===== src/rtl/occupancy_direction_sequencer.sv =====
// Decodes two-beam walk-through direction and maintains a saturating occupancy count.
// States: IDLE no crossing | E1..E3 entry steps | X1..X3 exit steps | WAIT_CLEAR after fault, waits for 00.
module occupancy_direction_sequencer #(
  parameter int unsigned TIMEOUT_CYCLES = 50_000_000,
  parameter int unsigned MAX_OCC        = 99,
  parameter int unsigned CNT_W          = 7
) (
  input  logic             clk,
  input  logic             rst,
  input  logic             beam_out,
  input  logic             beam_in,
  input  logic             clear,
  output logic [CNT_W-1:0] occupancy,
  output logic             entry_pulse,
  output logic             exit_pulse,
  output logic             sat_err,
  output logic             fault,
  output logic             full,
  output logic             empty
);

  localparam int unsigned STALL_W = (TIMEOUT_CYCLES < 1) ? 1 : $clog2(TIMEOUT_CYCLES + 1);
  localparam logic [STALL_W-1:0] STALL_LIM = STALL_W'(TIMEOUT_CYCLES);
  localparam logic [CNT_W-1:0]   MAX_V     = CNT_W'(MAX_OCC);

  typedef enum logic [2:0] {IDLE, E1, E2, E3, X1, X2, X3, WAIT_CLEAR} state_t;

  state_t               state;
  state_t               nxt_active;
  logic [1:0]           p;
  logic [1:0]           prev_p;
  logic [STALL_W-1:0]   stall_cnt;
  logic                 active;
  logic                 timed_out;
  logic                 do_entry;
  logic                 do_exit;

  // Legal moves from a mid-crossing state on a changed pattern; anything else is a fault.
  function automatic state_t advance(input state_t s, input logic [1:0] pat);
    advance = WAIT_CLEAR;
    case (s)
      E1: if (pat == 2'b11) advance = E2; else if (pat == 2'b00) advance = IDLE;
      E2: if (pat == 2'b01) advance = E3; else if (pat == 2'b10) advance = E1;
      E3: if (pat == 2'b00) advance = IDLE; else if (pat == 2'b11) advance = E2;
      X1: if (pat == 2'b11) advance = X2; else if (pat == 2'b00) advance = IDLE;
      X2: if (pat == 2'b10) advance = X3; else if (pat == 2'b01) advance = X1;
      X3: if (pat == 2'b00) advance = IDLE; else if (pat == 2'b11) advance = X2;
      default: advance = WAIT_CLEAR;
    endcase
  endfunction

  assign p          = {beam_out, beam_in};
  assign active     = (state != IDLE) && (state != WAIT_CLEAR);
  assign timed_out  = active && (stall_cnt >= STALL_LIM);
  assign nxt_active = advance(state, p);
  assign do_entry   = (state == E3) && (p == 2'b00) && !timed_out;
  assign do_exit    = (state == X3) && (p == 2'b00) && !timed_out;
  assign full       = (occupancy == MAX_V);
  assign empty      = (occupancy == '0);

  always_ff @(posedge clk) begin
    if (rst) begin
      state       <= IDLE;
      prev_p      <= 2'b00;
      stall_cnt   <= '0;
      occupancy   <= '0;
      entry_pulse <= 1'b0;
      exit_pulse  <= 1'b0;
      sat_err     <= 1'b0;
      fault       <= 1'b0;
    end else begin
      prev_p      <= p;
      entry_pulse <= 1'b0;
      exit_pulse  <= 1'b0;
      sat_err     <= 1'b0;
      fault       <= 1'b0;

      if (!active || (p != prev_p))
        stall_cnt <= '0;
      else if (stall_cnt != STALL_LIM)
        stall_cnt <= stall_cnt + STALL_W'(1);

      case (state)
        IDLE: begin
          if (p == 2'b10) state <= E1;
          else if (p == 2'b01) state <= X1;
          else if (p == 2'b11) begin
            state <= WAIT_CLEAR;
            fault <= 1'b1;
          end
        end
        WAIT_CLEAR: begin
          if (p == 2'b00) state <= IDLE;
        end
        default: begin
          if (timed_out) begin
            state <= WAIT_CLEAR;
            fault <= 1'b1;
          end else if (p != prev_p) begin
            state <= nxt_active;
            if (nxt_active == WAIT_CLEAR) fault <= 1'b1;
          end
        end
      endcase

      // clear outranks a coincident commit and suppresses its strobe.
      if (clear) begin
        occupancy <= '0;
      end else if (do_entry) begin
        if (occupancy != MAX_V) begin
          occupancy   <= occupancy + CNT_W'(1);
          entry_pulse <= 1'b1;
        end else begin
          sat_err <= 1'b1;
        end
      end else if (do_exit) begin
        if (occupancy != '0) begin
          occupancy  <= occupancy - CNT_W'(1);
          exit_pulse <= 1'b1;
        end else begin
          sat_err <= 1'b1;
        end
      end
    end
  end

endmodule


===== config.mk =====
export PLATFORM = sky130hd
export DESIGN_NAME = occupancy_direction_sequencer
export DESIGN_NICKNAME = d
export VERILOG_FILES = /design/src/rtl/occupancy_direction_sequencer.sv
export SDC_FILE = /design/constraint.sdc
export NUM_CORES = 1
export LEC_CHECK = 0
export BUFFER_PORTS_ARGS = -buffer_cell sky130_fd_sc_hd__buf_2
export CAP_MARGIN = 0
export CORE_MARGIN = 5
export CORE_UTILIZATION = 40
export CTS_BUF_LIST = sky130_fd_sc_hd__clkbuf_8
export DETAILED_ROUTE_END_ITERATION = 8
export GPL_ROUTABILITY_DRIVEN = 0
export RECOVER_POWER = 25
export SETUP_SLACK_MARGIN = 0.02
export SYNTH_ARGS = -nofsm -noshare
export SYNTH_HDL_FRONTEND = slang
export SYNTH_SLANG_ARGS = --single-unit

===== constraint.sdc =====
create_clock -name clk -period 4 [get_ports clk]
set_input_delay 0.8 -clock clk [delete_from_list [all_inputs] [get_ports clk]]
set_output_delay 0.8 -clock clk [all_outputs]
set_load 0.05 [all_outputs]

# Word level (Yosys, flattened, before mapping)
# Cells that the tools add are included.
[totals]
ff_bits = 42
latch_bits = 0
mem_bits_rw = 0
rom_bits = 0
output_inout_bits = 13
word_cells = 92
memories = 0
[op_classes]
n_addsub = 3
multipliers = 0
n_div = 0
order_cmp = 1
eq_ne = 19
shift = 0
mux = 36
bitwise_logic = 2
reduce_logical = 23
[ops]
columns = ["cell", "n"]
rows = [
  ["$mux 3", 14],
  ["$mux 7", 4],
  ["$add 26x1->26 const B", 1],
  ["$ge 26x26->1 const B", 1],
  ["$ne 26x26->1 const B", 1],
  ["$pmux 3 s6", 1],
  ["$eq 3x3->1 const B", 5],
  ["$mux 1", 12],
  ["$add 7x1->7 const B", 1],
  ["$eq 7x7->1 const B", 1],
  ["$logic_not 7->1", 1],
  ["$ne 7x7->1 const B", 1],
  ["$reduce_bool 7->1", 1],
  ["$sub 7x1->7 const B", 1],
  ["$eq 3x2->1 const B", 2],
  ["$logic_and 1x1->1", 6],
  ["$mux 2", 3],
  ["$pmux 3 s2", 1],
  ["$reduce_and 3->1", 2],
  ["$eq 2x2->1 const B", 2],
  ["$ne 4x4->1 const B", 1],
  ["$reduce_bool 2->1", 2],
  ["$reduce_bool 4->1", 1],
  ["$reduce_or 2->1", 2],
  ["other kinds (15)", 17],
]

# Longest topological paths before layout
[logic_depth]
word_depth = 9
depth_mapped = 13
mapped_depth_nobuf = 12

# Worst setup path after synthesis
# Ideal clock, no wire load.
[synth_timing]
path_type = "input -> register"
startpoint = "in beam_out"
endpoint = "reg occupancy[6]"
setup_ns = 0.070
arrival_time_ns = 3.061
required_ns = 3.930
path_slack_ns = 0.869
path_stages = 12
cell_sequence = "inv_1 -> ha_1 -> and4b_1 -> buf_2 -> nand2_1 -> fa_1 -> a211oi_1 -> o21bai_1 -> a21oi_1 -> xnor2_1 -> or3_1 -> a21oi_1"
[synth_between]
elab_chain_cells = 5
elab_cells_between_ends = 10
cone_classes = "eq/ne: 1; mux: 1; reduce/logical: 8"
[synth_lines]
columns = ["element", "line", "source"]
rows = [
  ["from (decl)", "10", "input logic beam_out,"],
  ["$logic_not 2->1 (*)", "56, 57", ""],
  ["$logic_and 1x1->1 (on tied branches) (2 in series)", "56, 57", ""],
  ["$ne 2x1->1 (no line) / $reduce_bool 2->1 (equally long branches)", "--", ""],
  ["$reduce_and 3->1 (no line)", "--", ""],
  ["to (signal assigned)", "111", "occupancy <= occupancy + CNT_W'(1);"],
  ["to (signal assigned)", "118", "occupancy <= occupancy - CNT_W'(1);"],
  ["to (decl)", "13", "output logic [CNT_W-1:0] occupancy,"],
]
# Mark *: on every way between the ends. The rest lies on a longest branch, timed or not.
# A chain may end at the register's enable or synchronous reset.

# Worst setup path in the final report
# Same ends and word-level chain as after synthesis.

==> results.cfg <==
[outcome]
outcome = finished clean

[hold_path]
timing.hold.worst.class = flop to flop
number_of_stages_on_the_worst_hold_path = 2
worstHoldStart = occupancy[4]$_SDFFE_PP0P_
min_to = occupancy[4]$_SDFFE_PP0P_

[place]
dpl.cell_count = 368
placement.io_buffers = 17
dp_slack_ps = 437
dp.final_hpwl_um = 3540

[detailed_routing]
routed_vias_inst = 5.36
drt_first_pass_iters = 4
drt-total-wl_um = 4820
initialDrtViolationCount = 95
route.vias.total = 2017
routed_wire_length_per_instance_um = 12.8
post-route-drc-count = 0
ant_nets = 0

[clock_network]
cts_repair_resize_count = 0
cts.sinks = 42
post-cts-setup-buffers = 0
ctsLongestPathBuffers = 2
clock-root-buffer = sky130_fd_sc_hd__clkbuf_8
clkTransAtPathRegs_ps = 80
cts_tree = yes
h-tree-depth = 2
clk-insertion-delay-late_ps = 290
cts_inserted_buffers = 5
postCtsHoldBufs = 0

[synth]
post-synth-top-count-cell = sky130_fd_sc_hd__nor2_1
postSynth.asyncResetShare_pct = 0
synthesis.yosys.warnings = 0
synth_edf_count = 0
synth.top_cell.area_share_pct = 34.9
synth.cell_area_sq_mm = 0.00241
yosys_register_bits = 42
syn_nets = 305
ys_seq_area_share_pct = 34.9
syn-instance-count = 287
ys_types = 47
top_reg_cell_synth = sky130_fd_sc_hd__dfxtp_1
synth_common_cells = sky130_fd_sc_hd__nor2_1 (45), sky130_fd_sc_hd__dfxtp_1 (42), sky130_fd_sc_hd__nand3_1 (21), sky130_fd_sc_hd__xor2_1 (20), sky130_fd_sc_hd__nand2_1 (16)
synth_area_leaders = sky130_fd_sc_hd__dfxtp_1 (35%), sky130_fd_sc_hd__xor2_1 (7.3%), sky130_fd_sc_hd__nor2_1 (7.0%), sky130_fd_sc_hd__ha_1 (6.2%), sky130_fd_sc_hd__nand3_1 (4.4%)
syn_area_per_cell_sq_um = 8.39
synth_largest_area_cell = sky130_fd_sc_hd__dfxtp_1

[pwr]
internal_power_mw = 0.676
power.share.combinational_pct = 25.0
sequentialPowerShare_pct = 48.0
pwr_density_cell_mw_per_mm2 = 395
ir_worst_vdd_uv = 165
swShare_pct = 33.9
power_frac_clock_pct = 27.0
p_leak_nw = 0.947
p_switching_mw = 0.347

[layout]
final.fill_count = 632
finalNetCount = 318
areaGrowthSynthToFinish_pct = 7.38
final-instance-count-excl-fill = 376
final_layout_size_suffix_gt1_share_pct = 5.65
num_antenna_cells = 0
fin_util_pct = 43.9

[floorplan]
dieArea_sq_mm = 0.00767
x_dimension_of_the_die_um = 87.6
placeableCoreArea_sq_mm = 0.00589
die_y_um = 87.6
top_level_ports = 18
fp_rows = 28
initial_core_util_pct = 40.9

[sta]
final_clock_period_utilization_by_the_worst_path_pct = 83.1
finalSetupViolCount = 0
timing.setup.tns_ps = 0
grt_setup_unrepaired = no
fin_crit_ps = 3320
clock-skew-final_ps = 2.33
slew_headroom_pct = 42.4
clock.fmax_mhz = 301
hold_viol = 0
whs_ps = 508
report.final.slew_viol_count = 0
setup_ws_ps = 675
worst-slew-pin-transition_ps = 863

[grt]
grt_start_max_net_pins = 27
wire_length_of_the_first_global_routing_pass_um = 8480
vias_in_the_first_global_route = 1907
grt_antenna_before_repair = 0
grt_overflow_total = 0
globalRouteTotalUtil_pct = 13.7

[setup_path]
worstReg2RegEnd = occupancy[6]$_SDFFE_PP0P_
timing.critical_path.mode_cell = sky130_fd_sc_hd__a21oi_1
path_depth = 12
setup_slack_reg_to_reg_ps = 790
cpMaxStageDelayCell = sky130_fd_sc_hd__fa_1
crit_chain = clkbuf_1 > inv_1 > ha_1 > and4b_1 > nand2_1 > fa_1 > a211oi_1 > o21bai_1 > a21oi_1 > xnor2_1 > or3_1 > a21oi_1
critical_path_buf_inv_count = 2
delay_of_the_slowest_cell_on_the_worst_path_ps = 480
r2r.worst_path.cells = 11
cpLargestDelayFamily = simple AND/OR/NAND/NOR gates
crit_type = primary input to flop
crit_required_ps = 4220
critPathArrivalTime_ps = 3550
crit-reg2reg-launch = state[0]$_SDFFE_PP0P_
worstPathMaxFanout = 7
endpoint_kind_of_the_worst_setup_timing_path = flop
worst_setup_path_start_kind = primary input

[flow_run]
cap_viol_max_count = 0
==> power by group through the flow <==
stage / clock [mW] / sequential, mW / combinational (mW)
final: 0.276 / 0.491 / 0.255
after global routing: 0.309 / 0.496 / 0.297
after CTS: 0.292 / 0.490 / 0.271
after detailed placement: 0 / 0.500 / 0.270
after global placement: 0 / 0.499 / 0.266
after floorplan: 0 / 0.475 / 0.253
==> metrics by stage <==
step	instance area, sq um	power, mW
3_3_place_gp	2520	0.766
3_5_place_dp	2520	0.770
2_1_floorplan	2410	0.728
6_report	2590	1.02
5_1_grt	2590	1.10
4_1_cts	2610	1.05
==> area by class of cell <==
| cell class | count | area, sq um | area share (%) |
|---|---|---|---|
| sequential | 42 | 841 | 32.5 |
| multi-input combinational | 228 | 1470 | 56.7 |
| clock buffer | 6 | 82.6 | 3.19 |
| timing repair buffer | 17 | 72.6 | 2.81 |
| clock inverter | 2 | 8.76 | 0.339 |
| inverter | 6 | 22.5 | 0.871 |
| tap | 75 | 93.8 | 3.63 |
==> logic make-up (layout without fill, tap and decap cells) <==
| logic type | count (synthesis) | count (layout) | synth area share [%] |
|---|---|---|---|
| adder cells (fa/ha/maj) | 13 | 13 | 7.06 |
| AO/OA/AOI/OAI | 45 | 45 | 12.1 |
| XOR/XNOR | 31 | 31 | 11.3 |
| multiplexers | 3 | 3 | 1.25 |
| flip-flops | 42 | 42 | 34.9 |
| AND/OR/NAND/NOR | 136 | 136 | 29.7 |
| buffers and inverters | 17 | 31 | 3.74 |
==> worst min-delay path, delay by kind of cell, from the launching register on <==
family             cells  cell delay [ps]
DFF                    1              340
and+or+nand+nor        1               70
AOI/OAI and AO/OA      1               50
==> sequential cells by signal, summed over array words and instances (netlist names) <==
signal	flops
stall_cnt	26
prev_p	2
entry_pulse	1
sat_err	1
exit_pulse	1
occupancy	7
fault	1
state	3
==> metal layers <==
metal	part of all wire (%)	GRT usage, %	up-vias
met3	2.6	2.54	7
met1	52	18.6	937
met2	44	21.5	23
met4	1.5	5.30	0
met5	0	0	-
li1	-	-	1050
==> cell usage in the layout, fill, tap and decap left out, types with 3 or more instances in the layout <==
cell,n
sky130_fd_sc_hd__or3_1,4
sky130_fd_sc_hd__o31ai_1,3
sky130_fd_sc_hd__nand2_1,17
sky130_fd_sc_hd__nand3_1,21
sky130_fd_sc_hd__a21oi_1,12
sky130_fd_sc_hd__nor2_1,45
sky130_fd_sc_hd__and4_1,4
sky130_fd_sc_hd__and3_1,9
sky130_fd_sc_hd__clkbuf_8,6
sky130_fd_sc_hd__o21ai_0,11
sky130_fd_sc_hd__xor2_1,20
sky130_fd_sc_hd__buf_2,7
sky130_fd_sc_hd__ha_1,12
sky130_fd_sc_hd__inv_1,7
sky130_fd_sc_hd__clkbuf_1,10
sky130_fd_sc_hd__nand4_1,6
sky130_fd_sc_hd__nand2b_1,5
sky130_fd_sc_hd__dfxtp_1,42
sky130_fd_sc_hd__nor3_1,7
sky130_fd_sc_hd__nor3b_1,4
sky130_fd_sc_hd__xnor2_1,11
sky130_fd_sc_hd__mux2i_1,3
sky130_fd_sc_hd__a211oi_1,3
==> worst max path at each step <==
stage / start / to / slack [ps]
after floorplan: beam_out / occupancy[6]$_SDFFE_PP0P_ / 870
after global placement: beam_out / occupancy[6]$_SDFFE_PP0P_ / 490
after detailed placement: beam_out / occupancy[6]$_SDFFE_PP0P_ / 440
after CTS: beam_out / occupancy[6]$_SDFFE_PP0P_ / 730
after global routing: beam_in / occupancy[6]$_SDFFE_PP0P_ / 430
final: beam_out / occupancy[6]$_SDFFE_PP0P_ / 680
No activity file was read; power rests on OpenSTA's default activity.
